**config.mk**
```make
export PLATFORM = sky130hd
export DESIGN_NAME = rx_mem_reader
export DESIGN_NICKNAME = d
export VERILOG_FILES = /design/src/rtl/rx_mem_pkg.sv /design/src/rtl/rx_buf_owner.sv /design/src/rtl/rx_mem_reader.sv
export SDC_FILE = /design/constraint.sdc
export NUM_CORES = 1
export LEC_CHECK = 0
export ABC_CLOCK_PERIOD_IN_PS = 2600
export BUFFER_PORTS_ARGS = -buffer_cell sky130_fd_sc_hd__buf_4
export CORE_ASPECT_RATIO = 0.8
export CORE_UTILIZATION = 45
export CTS_CLUSTER_SIZE = 40
export DETAILED_ROUTE_END_ITERATION = 10
export PLACE_DENSITY = 0.82
export SLEW_MARGIN = 20
export SYNTH_ARGS = -nofsm -noshare
export SYNTH_HDL_FRONTEND = slang
export SYNTH_SLANG_ARGS = --single-unit
```
**constraint.sdc**
```tcl
create_clock -name wb_clk_i -period 2.6 [get_ports wb_clk_i]
set_input_delay 0.78 -clock wb_clk_i [delete_from_list [all_inputs] [get_ports wb_clk_i]]
set_output_delay 0.78 -clock wb_clk_i [all_outputs]
set_load 0.02 [all_outputs]
```
**src/rtl/rx_mem_pkg.sv**
```systemverilog
// Shared types and constants for the receive-buffer Wishbone reader.
package rx_mem_pkg;

    localparam int unsigned SRAM_DEPTH = 1024;
    localparam int unsigned SRAM_DW    = 8;
    localparam int unsigned SRAM_AW    = $clog2(SRAM_DEPTH);
    localparam int unsigned LEN_W      = 11;
    localparam int unsigned LANES      = 4;

    localparam logic [11:0] RX_WIN_END = 12'h3FF;
    localparam logic [11:0] RX_STATUS  = 12'h400;
    localparam logic [11:0] RX_CTRL    = 12'h404;

    localparam int unsigned ST_READY_BIT     = 0;
    localparam int unsigned ST_OVERRUN_BIT   = 1;
    localparam int unsigned ST_LEN_LSB       = 16;
    localparam int unsigned CTRL_RELEASE_BIT = 0;
    localparam int unsigned CTRL_CLR_OVR_BIT = 1;

    typedef enum logic [1:0] {
        ST_IDLE = 2'd0,
        ST_RD   = 2'd1,
        ST_ACK  = 2'd2
    } rx_state_e;

    // Lowest set lane of a non-empty mask.
    function automatic logic [1:0] first_lane(input logic [LANES-1:0] mask);
        first_lane = 2'd0;
        for (int i = LANES - 1; i >= 0; i--) begin
            if (mask[i]) first_lane = 2'(i);
        end
    endfunction

    function automatic logic [LANES-1:0] lane_onehot(input logic [1:0] lane);
        lane_onehot = LANES'(4'b0001 << lane);
    endfunction

endpackage

```
**src/rtl/rx_buf_owner.sv**
```systemverilog
// Buffer ownership between MAC and firmware: ready/overrun/len and release pulse.
module rx_buf_owner
    import rx_mem_pkg::*;
(
    input  logic             clk,
    input  logic             rst_n,
    input  logic             i_frame_done,
    input  logic [LEN_W-1:0] i_frame_len,
    input  logic             i_release,
    input  logic             i_clr_ovr,
    output logic             o_ready,
    output logic             o_overrun,
    output logic [LEN_W-1:0] o_len,
    output logic             o_release
);

    logic             r_ready;
    logic             r_overrun;
    logic [LEN_W-1:0] r_len;
    logic             r_release;
    logic             w_set_ovr;
    logic             w_rel_eff;

    // A release coinciding with a new frame hands the buffer straight back to firmware.
    assign w_set_ovr = i_frame_done & r_ready & ~i_release;
    assign w_rel_eff = i_release & r_ready & ~i_frame_done;

    always_ff @(posedge clk or negedge rst_n) begin
        if (!rst_n) begin
            r_ready   <= 1'b0;
            r_overrun <= 1'b0;
            r_len     <= '0;
            r_release <= 1'b0;
        end else begin
            if (i_frame_done && !w_set_ovr) begin
                r_ready <= 1'b1;
                r_len   <= i_frame_len;
            end else if (w_rel_eff) begin
                r_ready <= 1'b0;
            end
            if (w_set_ovr) begin
                r_overrun <= 1'b1;
            end else if (i_clr_ovr) begin
                r_overrun <= 1'b0;
            end
            r_release <= w_rel_eff;
        end
    end

    assign o_ready   = r_ready;
    assign o_overrun = r_overrun;
    assign o_len     = r_len;
    assign o_release = r_release;

endmodule

```
**src/rtl/rx_mem_reader.sv**
```systemverilog
// Wishbone reader for the 1 KiB receive SRAM plus STATUS/CTRL and rx interrupt.
// Optional RX_MEM_READER_BYTESEL_EN: window reads fetch only the lanes in wbs_sel_i.
module rx_mem_reader
    import rx_mem_pkg::*;
#(
    parameter logic [31:0] BASE_ADDR = 32'h3000_0000,
    parameter int unsigned RD_LAT    = 1
) (
    input  logic               wb_clk_i,
    input  logic               wb_rst_n,
    input  logic               wbs_stb_i,
    input  logic               wbs_cyc_i,
    input  logic               wbs_we_i,
    input  logic [3:0]         wbs_sel_i,
    input  logic [31:0]        wbs_adr_i,
    input  logic [31:0]        wbs_dat_i,
    output logic               wbs_ack_o,
    output logic [31:0]        wbs_dat_o,
    output logic               csb1,
    output logic [SRAM_AW-1:0] addr1,
    input  logic [SRAM_DW-1:0] dout1,
    input  logic               rx_frame_done,
    input  logic [LEN_W-1:0]   rx_frame_len,
    output logic               buf_busy,
    output logic               buf_release,
    output logic               rx_irq
);

    rx_state_e                      r_state, w_state_n;
    logic                           r_ack, w_ack_n;
    logic [31:0]                    r_dat, w_dat_n;
    logic                           r_csb1, w_csb1_n;
    logic [SRAM_AW-1:0]             r_addr1, w_addr1_n;
    logic [LANES-1:0]               r_todo, w_todo_n;
    logic                           r_iss_last, w_iss_last_n;
    logic [7:0]                     r_word, w_word_n;
    logic [LANES-1:0][SRAM_DW-1:0]  r_lanes, w_lanes_n;
    logic [RD_LAT-1:0]              r_pv, r_plast;
    logic [RD_LAT-1:0][1:0]         r_plane;

    logic             w_hit, w_req, w_win, w_cap, w_cap_last;
    logic [1:0]       w_cap_lane, w_lane;
    logic [11:0]      w_off;
    logic [LANES-1:0] w_mask;
    logic [31:0]      w_status;
    logic             w_rel_req, w_clr_req;
    logic             w_ready, w_overrun;
    logic [LEN_W-1:0] w_len;
    logic             w_unused;

    assign w_hit  = (wbs_adr_i[31:12] == BASE_ADDR[31:12]);
    assign w_req  = wbs_stb_i & wbs_cyc_i & w_hit;
    assign w_win  = (wbs_adr_i[11:0] <= RX_WIN_END);
    assign w_off  = {wbs_adr_i[11:2], 2'b00};
    assign w_unused = ^{wbs_dat_i[31:2], wbs_sel_i[3:1]};

`ifdef RX_MEM_READER_BYTESEL_EN
    assign w_mask = wbs_sel_i;
`else
    assign w_mask = 4'hF;
`endif

    // Oldest pipeline stage holds the issue whose data is on dout1 this edge.
    assign w_cap      = (r_state == ST_RD) && r_pv[RD_LAT-1];
    assign w_cap_last = r_plast[RD_LAT-1];
    assign w_cap_lane = r_plane[RD_LAT-1];

    always_comb begin
        w_status                            = '0;
        w_status[ST_READY_BIT]              = w_ready;
        w_status[ST_OVERRUN_BIT]            = w_overrun;
        w_status[ST_LEN_LSB +: LEN_W]       = w_len;
    end

    always_comb begin
        w_state_n    = r_state;
        w_ack_n      = 1'b0;
        w_dat_n      = r_dat;
        w_csb1_n     = 1'b1;
        w_addr1_n    = r_addr1;
        w_todo_n     = r_todo;
        w_iss_last_n = r_iss_last;
        w_word_n     = r_word;
        w_lanes_n    = r_lanes;
        w_lane       = 2'd0;
        w_rel_req    = 1'b0;
        w_clr_req    = 1'b0;
        if (w_cap) w_lanes_n[w_cap_lane] = dout1;
        case (r_state)
            ST_IDLE: begin
                if (w_req) begin
                    if (w_win && !wbs_we_i && (w_mask != 4'h0)) begin
                        w_state_n    = ST_RD;
                        w_lane       = first_lane(w_mask);
                        w_csb1_n     = 1'b0;
                        w_addr1_n    = {wbs_adr_i[9:2], w_lane};
                        w_todo_n     = w_mask & ~lane_onehot(w_lane);
                        w_iss_last_n = (w_todo_n == 4'h0);
                        w_word_n     = wbs_adr_i[9:2];
                        w_lanes_n    = '0;
                    end else begin
                        w_state_n = ST_ACK;
                        w_ack_n   = 1'b1;
                        w_dat_n   = (!wbs_we_i && w_off == RX_STATUS) ? w_status : 32'h0;
                        w_rel_req = wbs_we_i && (w_off == RX_CTRL) && wbs_sel_i[0]
                                    && wbs_dat_i[CTRL_RELEASE_BIT];
                        w_clr_req = wbs_we_i && (w_off == RX_CTRL) && wbs_sel_i[0]
                                    && wbs_dat_i[CTRL_CLR_OVR_BIT];
                    end
                end
            end
            ST_RD: begin
                if (r_todo != 4'h0) begin
                    w_lane       = first_lane(r_todo);
                    w_csb1_n     = 1'b0;
                    w_addr1_n    = {r_word, w_lane};
                    w_todo_n     = r_todo & ~lane_onehot(w_lane);
                    w_iss_last_n = (w_todo_n == 4'h0);
                end
                if (w_cap && w_cap_last) begin
                    w_state_n = ST_ACK;
                    w_ack_n   = 1'b1;
                    w_dat_n   = w_lanes_n;
                end
            end
            ST_ACK:  w_state_n = ST_IDLE;
            default: w_state_n = ST_IDLE;
        endcase
    end

    always_ff @(posedge wb_clk_i or negedge wb_rst_n) begin
        if (!wb_rst_n) begin
            r_state    <= ST_IDLE;
            r_ack      <= 1'b0;
            r_dat      <= '0;
            r_csb1     <= 1'b1;
            r_addr1    <= '0;
            r_todo     <= '0;
            r_iss_last <= 1'b0;
            r_word     <= '0;
            r_lanes    <= '0;
            r_pv       <= '0;
            r_plast    <= '0;
            r_plane    <= '0;
        end else begin
            r_state    <= w_state_n;
            r_ack      <= w_ack_n;
            r_dat      <= w_dat_n;
            r_csb1     <= w_csb1_n;
            r_addr1    <= w_addr1_n;
            r_todo     <= w_todo_n;
            r_iss_last <= w_iss_last_n;
            r_word     <= w_word_n;
            r_lanes    <= w_lanes_n;
            for (int k = RD_LAT - 1; k > 0; k--) begin
                r_pv[k]    <= r_pv[k-1];
                r_plast[k] <= r_plast[k-1];
                r_plane[k] <= r_plane[k-1];
            end
            r_pv[0]    <= ~r_csb1;
            r_plast[0] <= r_iss_last;
            r_plane[0] <= r_addr1[1:0];
        end
    end

    rx_buf_owner u_owner (
        .clk          (wb_clk_i),
        .rst_n        (wb_rst_n),
        .i_frame_done (rx_frame_done),
        .i_frame_len  (rx_frame_len),
        .i_release    (w_rel_req),
        .i_clr_ovr    (w_clr_req),
        .o_ready      (w_ready),
        .o_overrun    (w_overrun),
        .o_len        (w_len),
        .o_release    (buf_release)
    );

    assign wbs_ack_o = r_ack;
    assign wbs_dat_o = r_dat;
    assign csb1      = r_csb1;
    assign addr1     = r_addr1;
    assign buf_busy  = w_ready;
    assign rx_irq    = w_ready;

endmodule

```
# ---- Word level (Yosys, flattened, before mapping)
# Index checks and enable logic that the tools add are counted.
dict set report totals {
  register_bits 109
  in_bits 93
  out_inout_bits 47
}
dict set report op_classes {
  order_cmp 3
  n_eq_ne 9
  shifts 2
  muxes 54
  n_bitwise 12
  reduce_logical 23
}
# op count
set ops {}
lappend ops {{2-to-1 mux 32 bit} 7}
lappend ops {{one-hot mux 32 bit (2 select lines)} 1}
lappend ops {{bitwise mux 32 bit} 1}
lappend ops {{2-to-1 mux 10 bit} 3}
lappend ops {{2-to-1 mux 27 bit} 1}
lappend ops {{2-to-1 mux 2 bit} 12}
lappend ops {{== test 10 x 9 -> 1 bit, second input constant} 2}
lappend ops {{== test 20 x 18 -> 1 bit, second input constant} 1}
lappend ops {{one-hot mux 10 bit (2 select lines)} 1}
lappend ops {{2-to-1 mux 1 bit} 18}
lappend ops {{demux 8 bit (select 2 bit)} 1}
lappend ops {{<= comparator 12 x 10 -> 1 bit, second input constant} 1}
lappend ops {{2-to-1 mux 4 bit} 3}
lappend ops {{logical AND 1 bit} 10}
lappend ops {{logical NOT 4 bit} 2}
lappend ops {{2-to-1 mux 8 bit} 1}
lappend ops {{NOT 4 bit} 2}
lappend ops {{one-hot mux 4 bit (2 select lines)} 1}
lappend ops {{AND reduction 4 bit} 2}
lappend ops {{left shift 1 x 2 -> 4 bit, first input constant} 2}
lappend ops {{AND 1 bit} 6}
lappend ops {{!= test 2 bit, second input constant} 3}
lappend ops {{one-hot mux 1 bit (2 select lines)} 3}
lappend ops {{nonzero test 2 bit} 3}
lappend ops {{12 further kinds} 16}

# ---- Depth between registers and ports, before layout
# Gate-level depths: netlist of the first run.
dict set report logic_depth {
  ltp_word 12
  ltp_mapped 7
}

# ---- Cells and area by module
# From an unflattened synthesis of the first run, not the netlist that was laid out.
dict set report hier_totals {
  cells_unflattened 447
  hier_area_um2 5032.3
}
# mod instances cells_each area_per_inst_um2 seq_area_each_um2
set modules_own_cells {}
lappend modules_own_cells {rx_mem_reader 1 414 4450.5 2378.5}
lappend modules_own_cells {rx_buf_owner 1 33 581.8 350.3}

# ---- Worst setup path after synthesis of the first run
# OpenSTA, ideal clock, no wires.
dict set report synth_timing {
  path_kind {input to register}
  start {in wbs_adr_i[20]}
  end {reg r_addr1[4], in the netlist addr1[4]}
  setup_time_ns 0.125
  arrival_ns 2.129
  slack_ns 0.346
  path_stages 7
  n_path_buf 2
  cell_sequence {nor4b_2 -> nand4_1 -> nor4b_2 -> buf_4 -> nor2_2 -> buf_6 -> mux2_4}
}
dict set report synth_between {
  elab_chain_len 4
}
# item line_no
set synth_rtl {}
lappend synth_rtl {{start: declaration} rx_mem_reader.sv:15} ;# input logic [31:0] wbs_adr_i,
lappend synth_rtl {{== test 20 x 18 -> 1 bit} rx_mem_reader.sv:51} ;# assign w_hit = (wbs_adr_i[31:12] == BASE_ADDR[31:12]);
lappend synth_rtl {{AND 1 bit} rx_mem_reader.sv:52} ;# assign w_req = wbs_stb_i & wbs_cyc_i & w_hit;
lappend synth_rtl {{!= test 2 bit (no source line)} -}
lappend synth_rtl {{AND reduction 4 bit (no source line)} -}
lappend synth_rtl {{end signal: assignment} rx_mem_reader.sv:150} ;# r_addr1 <= w_addr1_n;
lappend synth_rtl {{end: declaration} rx_mem_reader.sv:33} ;# logic [SRAM_AW-1:0] r_addr1, w_addr1_n;
# No other way between the ends.
# A chain may end at the register's enable or synchronous reset.

# ---- Worst setup path in the final report of the first run
dict set report layout_timing {
  start {in wbs_adr_i[20]}
  end {reg r_todo[2]}
}
dict set report layout_between {
  elab_chain_len 4
}
# item line_no
set layout_rtl {}
lappend layout_rtl {{== test 20 x 18 -> 1 bit} rx_mem_reader.sv:51}
lappend layout_rtl {{AND 1 bit} rx_mem_reader.sv:52}
lappend layout_rtl {{!= test 2 bit (no source line)} -}
lappend layout_rtl {{AND reduction 4 bit (no source line)} -}
lappend layout_rtl {{end signal: assignment} rx_mem_reader.sv:151} ;# r_todo <= w_todo_n;
lappend layout_rtl {{end: declaration} rx_mem_reader.sv:34} ;# logic [LANES-1:0] r_todo, w_todo_n;
# No other way between the ends.

==> run summary, run 1 <==
* completed — status
* clkbuf_16 — Clock Tree Root
* 5 — cell count of the worst reg-to-reg path
* 0 — number of synthesized flops with an enable pin
* 18 — biggest fanout along the worst timing path
* 562 — nets
* 774.9 uW — switching component of the power
* 2 — clock tree buffer depth
* 40.72% — layout cells sized above 1
* 2.86 ns — worst path required time
* 2.209 ns — shortest period the worst path allows
* 3322 — via count of the first global-routing pass
* in -> async — Hold WC Path Type
* 452 — post-synthesis net count
* 0 — final hold violation count
* 7.551% — compound-cell area share of the yosys netlist
* 0 — post-CTS setup buffers
* primary input — kind of start point of the critical path
* 562.5 nW/um^2 — pwr dens
* 47.13% — initial standard-cell utilization of the core
* flop — type of element capturing the critical path
* 0 — # DRC
* 452.8 MHz — maximum operating frequency
* dfrtp_1 — Main synth FF type
* 0% — xor and xnor fraction of the mapped netlist area
* 16.46 um — average detailed-routed wire length per instance
* 16.70 mm — global-route wire length before repair
* 52.9% — part of the power in registers
* 12.88 sq um — Avg Cell Area, Syn
* 0.2657 mV — worst supply voltage drop on vdd
* 0 — total congestion overflow
* 104 — Port Buffers
* 109 — number of synthesized register bits
* 0 — PostCTS Resize Cnt
* 0 — number of buffers inserted for hold repair after clock tree synthesis
* 5.251 — vias per cell
* 40.7% — clock network fraction of total power
* 755 — final-layout fill cell count
* 0.08 ns — Clk pin slew, worst setup/hold paths
* 140 — I/O pin total
* 58.46% — proportion of netlist area held by the largest area contributor
* 2.550 mW — cell internal power dissipation
* 44 — count of cell types in the netlist
* 10690 sq um — area of the die
* 9 — number of buffers created by CTS
* 0.01216 ns — setup skew after layout
* 0.41 ns — Register-to-Register Setup Slack
* 0 — # Max-Cap Violations
* 48.17% — remaining max-slew budget at the tightest pin
* 20.58% — GRT Resource Usage Total
* 9809 sq um — Std-Cell Core Area
* 59.03% — Seq/Total Area, Yosys
* 0 — number of setup violations in the final report
* 109 — TritonCTS Sinks
* 2.47 ns — worst endpoint data arrival time
* 2.985 nW — leakage power
* 3 — H-tree depth
* 0 ns — sum of negative setup slack
* 0 — # diodes
* 84.94% — final period utilization
* 56 — maximum number of pins on one net before global-route repair
* 23.30% — switching portion of total power
* dfrtp_1 (58%), mux2_2 (9.0%), mux2i_1 (6.9%), o2bb2ai_1 (4.7%), nor2_1 (3.6%) — synth top area cells
* in -> reg — category of the critical setup timing path
* 0 — count of antenna-violating nets left after detailed routing
* 3.325 mW — Power Total
* 92.66 um — y dimension of the die
* 3203 — via count
* 18.21% — portion of netlist area occupied by mux cells
* 6.4% — logic gate share of total power
* 195 — 1st-iter DRT viols
* 0.7766 ns — transition at the pin with the smallest max-transition slack
* multiplexers — main combinational cell family by area after synthesis
* dfrtp_1 — top cell type by total area after synthesis
* 4623 sq um — area of the mapped netlist
* 12.42% — area share of and/or/nand/nor cells after synthesis
* 0.35 ns — Clk Latency, worst-skew pair
* false — RSZ-0062 raised after global routing
* wbs_dat_o[19] — capturing point of the worst reg2reg path
* 4 — 1st-pass router iterations
* 0 — Final Max Tran Viols
* built — CTS tree
* 7.252 mm — Detailed Place HPWL
* 0 — antenna violations before repair
* 115.3 um — Die X
* 32 — number of standard-cell rows in the floorplan
* 100.0% — asr flop ratio synth
* 0 — number of synthesis warnings
* 10.04 mm — DRT Wirelength
* 359 — Syn Inst Count
* r_state[0] — Reg-to-Reg Start
* 0% — Post-Synth Adder-Cell Area
* 27.88% — area added between synthesis and finish
* 0.7640 — weighted congestion at the end of routability-driven global placement
[per-stage QoR]
stage	hold WS, ns	cell area, sq um	instances	worst slack, ns	util [%]
2_1_floorplan	0.3539	4623	359	0.3456	-
3_3_place_gp	0.3674	5613	594	0.1050	57.22
3_5_place_dp	0.3721	5613	594	0.007198	57.22
4_1_cts	0.3253	5912	610	0.3678	60.27
5_1_grt	0.3301	5912	610	0.2213	60.27
6_report	0.3208	5912	610	0.3915	60.27
[power groups by stage]
stage | combinational [mW] | sequential, mW | clock, mW
2_1_floorplan | 0.0532 | 1.80 | 0
3_3_place_gp | 0.208 | 1.79 | 0
3_5_place_dp | 0.216 | 1.79 | 0
4_1_cts | 0.216 | 1.76 | 1.38
5_1_grt | 0.234 | 1.76 | 1.45
6_report | 0.212 | 1.76 | 1.35
[synth_stat cells, types with 2 or more instances]
| library cell | instances |
|---|---|
| a21o_1 | 6 |
| a21oi_1 | 5 |
| and2_1 | 2 |
| buf_2 | 10 |
| buf_4 | 5 |
| clkbuf_1 | 3 |
| dfrtp_1 | 108 |
| inv_1 | 4 |
| mux2_2 | 37 |
| mux2_4 | 7 |
| mux2i_1 | 32 |
| nand2_1 | 26 |
| nand3_1 | 3 |
| nor2_1 | 44 |
| nor2_2 | 2 |
| nor3_1 | 3 |
| nor3b_1 | 6 |
| nor4_1 | 3 |
| nor4b_2 | 3 |
| o22a_1 | 2 |
| o2bb2ai_1 | 25 |
[layer usage]
metal / vias up / part of all wire [%] / GRT usage [%]
li1: 1492 / - / -
met1: 1599 / 47 / 28.91
met2: 106 / 47 / 32.24
met3: 6 / 5.2 / 4.777
met4: 0 / 0.81 / 5.087
met5: - / 0 / 0
[layout by cell type (no fill, tap or decap), drive strengths merged, types with 5 or more instances in the layout]
cell / instances
clkbuf: 10
nor2: 46
mux2i: 32
o2bb2ai: 25
a21o: 6
inv: 8
a21oi: 5
buf: 119
nand2: 26
dfrtp: 108
mux2: 44
nor3b: 6
[critical path, cell delays in order]
cell and delay [ns]:
buf_4 0.11, nor4b_2 0.28, nand4_1 0.23, nor4b_4 0.38, buf_4 0.25, buf_4 0.25, nor2_1 0.06, a21oi_1 0.14
[cell type report]
type | count | area, sq um | share of cell area, %
sequential | 109 | 2729 | 46.16
multi-input combinational | 226 | 1780 | 30.12
timing repair buffer | 119 | 918.4 | 15.53
clock buffer | 10 | 239.0 | 4.042
tap | 136 | 170.2 | 2.878
clock inverter | 6 | 60.06 | 1.016
inverter | 4 | 15.01 | 0.2540
[how the worst max path moves through the flow]
stage / to / startpoint / cells past startpoint / slack [ns]
final: r_todo[2] / wbs_adr_i[20] / 8 / 0.39
after global routing: r_todo[2] / wbs_adr_i[20] / 8 / 0.22
after CTS: r_todo[2] / wbs_adr_i[20] / 8 / 0.37
after detailed placement: r_todo[2] / wbs_adr_i[20] / 8 / 0.007
after global placement: r_todo[2] / wbs_adr_i[26] / 8 / 0.11
after floorplan: addr1[4] / wbs_adr_i[20] / 7 / 0.35
[state kept, by name, summed over array words and instances, names as in the netlist]
name and count:
addr1 10, wbs_ack_o 1, r_state 2, u_owner.o_len 11
r_pv 1, csb1 1, r_iss_last 1, r_lanes 32
u_owner.o_release 1, r_plane 2, u_owner.o_ready 1, u_owner.o_overrun 1
r_word 8, r_todo 4, wbs_dat_o 32, r_plast 1
[cells by family (layout without fill, tap and decap cells)]
family          after synthesis  in the layout
simple gates                107            107
compound gates               43             43
buf+inv                      24            139
mux                          76             76
flops                       109            109
(Power assumes the default switching activity.)
==> inputs of run 2 (changes only) <==
ABC_CLOCK_PERIOD_IN_PS = 1800   (was 2600)
PLACE_DENSITY = 0.85   (was 0.82)
clock period = 1.8 ns   (was 2.6 ns; I/O delays follow)
==> run summary, run 2 (synthesized netlist as in run 1, its figures left out) <==
* 2729 sq um — register cell area after layout
* buf_4 — most common library cell in the layout ignoring fill and taps
* 49.71% — layout cells sized above 1
* 503.5 MHz — maximum operating frequency
* 1.082 mW — switching component of the power
* 3493 — via count
* 3 — H-tree depth
* 18.49 mm — global-route wire length before repair
* 2.21 ns — worst endpoint data arrival time
* 690 — final-layout fill cell count
* 32 — number of standard-cell rows in the floorplan
* 92.66 um — y dimension of the die
* setup timing — failing checks
* flop — type of element capturing the critical path
* 115.3 um — Die X
* 22.72% — switching portion of total power
* 0 — number of buffers inserted for hold repair after clock tree synthesis
* 140 — I/O pin total
* 3.681 mW — cell internal power dissipation
* built — CTS tree
* 102 — number of setup violations in the final report
* 0.5328 mV — worst supply voltage drop on vdd
* 0 — # diodes
* 1.986 ns — shortest period the worst path allows
* 23.00% — GRT Resource Usage Total
* -0.6010 ns — post-placement setup slack
* reg -> reg — category of the critical setup timing path
* 110.3% — final period utilization
* -0.19 ns — Register-to-Register Setup Slack
* 9 — biggest fanout along the worst timing path
* 620 — placed insts
* 0.7878 — weighted congestion at the end of routability-driven global placement
* 9809 sq um — Std-Cell Core Area
* 0 — # Max-Cap Violations
* 0 — Final Max Tran Viols
* 69.23% — remaining max-slew budget at the tightest pin
* 0 — # DRC
* 2.02 ns — worst path required time
* -10.00 ns — sum of negative setup slack
* 104 — Port Buffers
* 0.34 ns — Clk Latency, worst-skew pair
* 53.4% — part of the power in registers
* clkbuf_16 — Clock Tree Root
* 7.2% — logic gate share of total power
* 601 — nets
* 4.763 mW — Power Total
* 66.89% — final standard cell utilization of the core
* flop — kind of start point of the critical path
* -0.1860 ns — setup ws final
* 18.43 um — average detailed-routed wire length per instance
* 3607 — via count of the first global-routing pass
* true — RSZ-0062 raised after global routing
* 10690 sq um — area of the die
* 725.9 nW/um^2 — pwr dens
* 41.92% — area added between synthesis and finish
* 4 — 1st-pass router iterations
* 9 — number of buffers created by CTS
* 0 — count of antenna-violating nets left after detailed routing
* 0 — final hold violation count
* 47.13% — initial standard-cell utilization of the core
* 2 — clock tree buffer depth
* 39.5% — clock network fraction of total power
* in -> async — Hold WC Path Type
* 649 — final cell count without fillers
* 109 — TritonCTS Sinks
* 38 — maximum number of pins on one net before global-route repair
* 2021 sq um — area used by multi-input combinational logic
* 0 — total congestion overflow
* 3.261 nW — leakage power
* buf_4 (136), dfrtp_1 (108), nor2_1 (44) — most frequent cells in the layout
* 147 — 1st-iter DRT viols
* 11.96 mm — DRT Wirelength
* finished with violations — status
* 8.027 mm — Detailed Place HPWL
* 0.008981 ns — setup skew after layout
* 0.07 ns — Clk pin slew, worst setup/hold paths
* 0.4598 ns — transition at the pin with the smallest max-transition slack
* 5.382 — vias per cell
* 0 — antenna violations before repair
-- run 2: timing repair --
action	4_1_cts	5_1_grt
gates cloned	3	1
buffers inserted	9	1
pin swaps	11	2
resized for setup	21	26
setup endpoints to repair	101	104
-- run 2: final cells by class --
| type | count | share of cell area (%) |
|---|---|---|
| Tap cell | 136 | 2.593 |
| Clock inverter | 5 | 0.6674 |
| Sequential cell | 109 | 41.59 |
| Clock buffer | 11 | 3.699 |
| Multi-Input combinational cell | 228 | 30.80 |
| Inverter | 4 | 0.3051 |
| Timing Repair Buffer | 156 | 20.35 |
-- run 2: stage by stage --
step | instance area [sq um] | hold slack (ns)
after floorplan | 4672 | 0.2444
after global placement | 5899 | 0.3680
after detailed placement | 5899 | 0.3745
after CTS | 6394 | 0.1037
after global routing | 6561 | 0.1137
final | 6561 | 0.09700
-- run 2: metal layers --
metal	GRT usage [%]	part of all wire, %
met1	31.25	43
met2	38.07	51
met3	4.974	5.8
met4	4.545	0.56
met5	0	0
-- run 2: power groups by stage --
stage	Combinational, mW	Clock (mW)	Sequential, mW
detailed placement	0.335	0	2.59
global placement	0.323	0	2.58
global route	0.373	2.00	2.55
floorplan	0.0781	0	2.60
CTS	0.339	1.90	2.54
finish	0.342	1.88	2.54
-- run 2: final timing paths --
kind,from,endpoint,cells after the start
worst min-delay path,wb_rst_n,wbs_ack_o,1
max in group asynchronous,wb_rst_n,u_owner.o_len[9],2
worst min register to register,r_iss_last,r_plast,0
min in group wb_clk_i,r_iss_last,r_plast,0
worst max register to register,r_state[1],wbs_dat_o[23],8
worst max-delay path,r_state[1],wbs_dat_o[23],8
-- run 2: critical path, cell delays in order (launching register included) --
cell and delay (ns):
dfrtp_1 0.41, and4bb_2 0.30, nand4_1 0.13, buf_4 0.18, nor2_4 0.18, buf_6 0.15
a21boi_4 0.06, buf_12 0.17, mux2_2 0.28
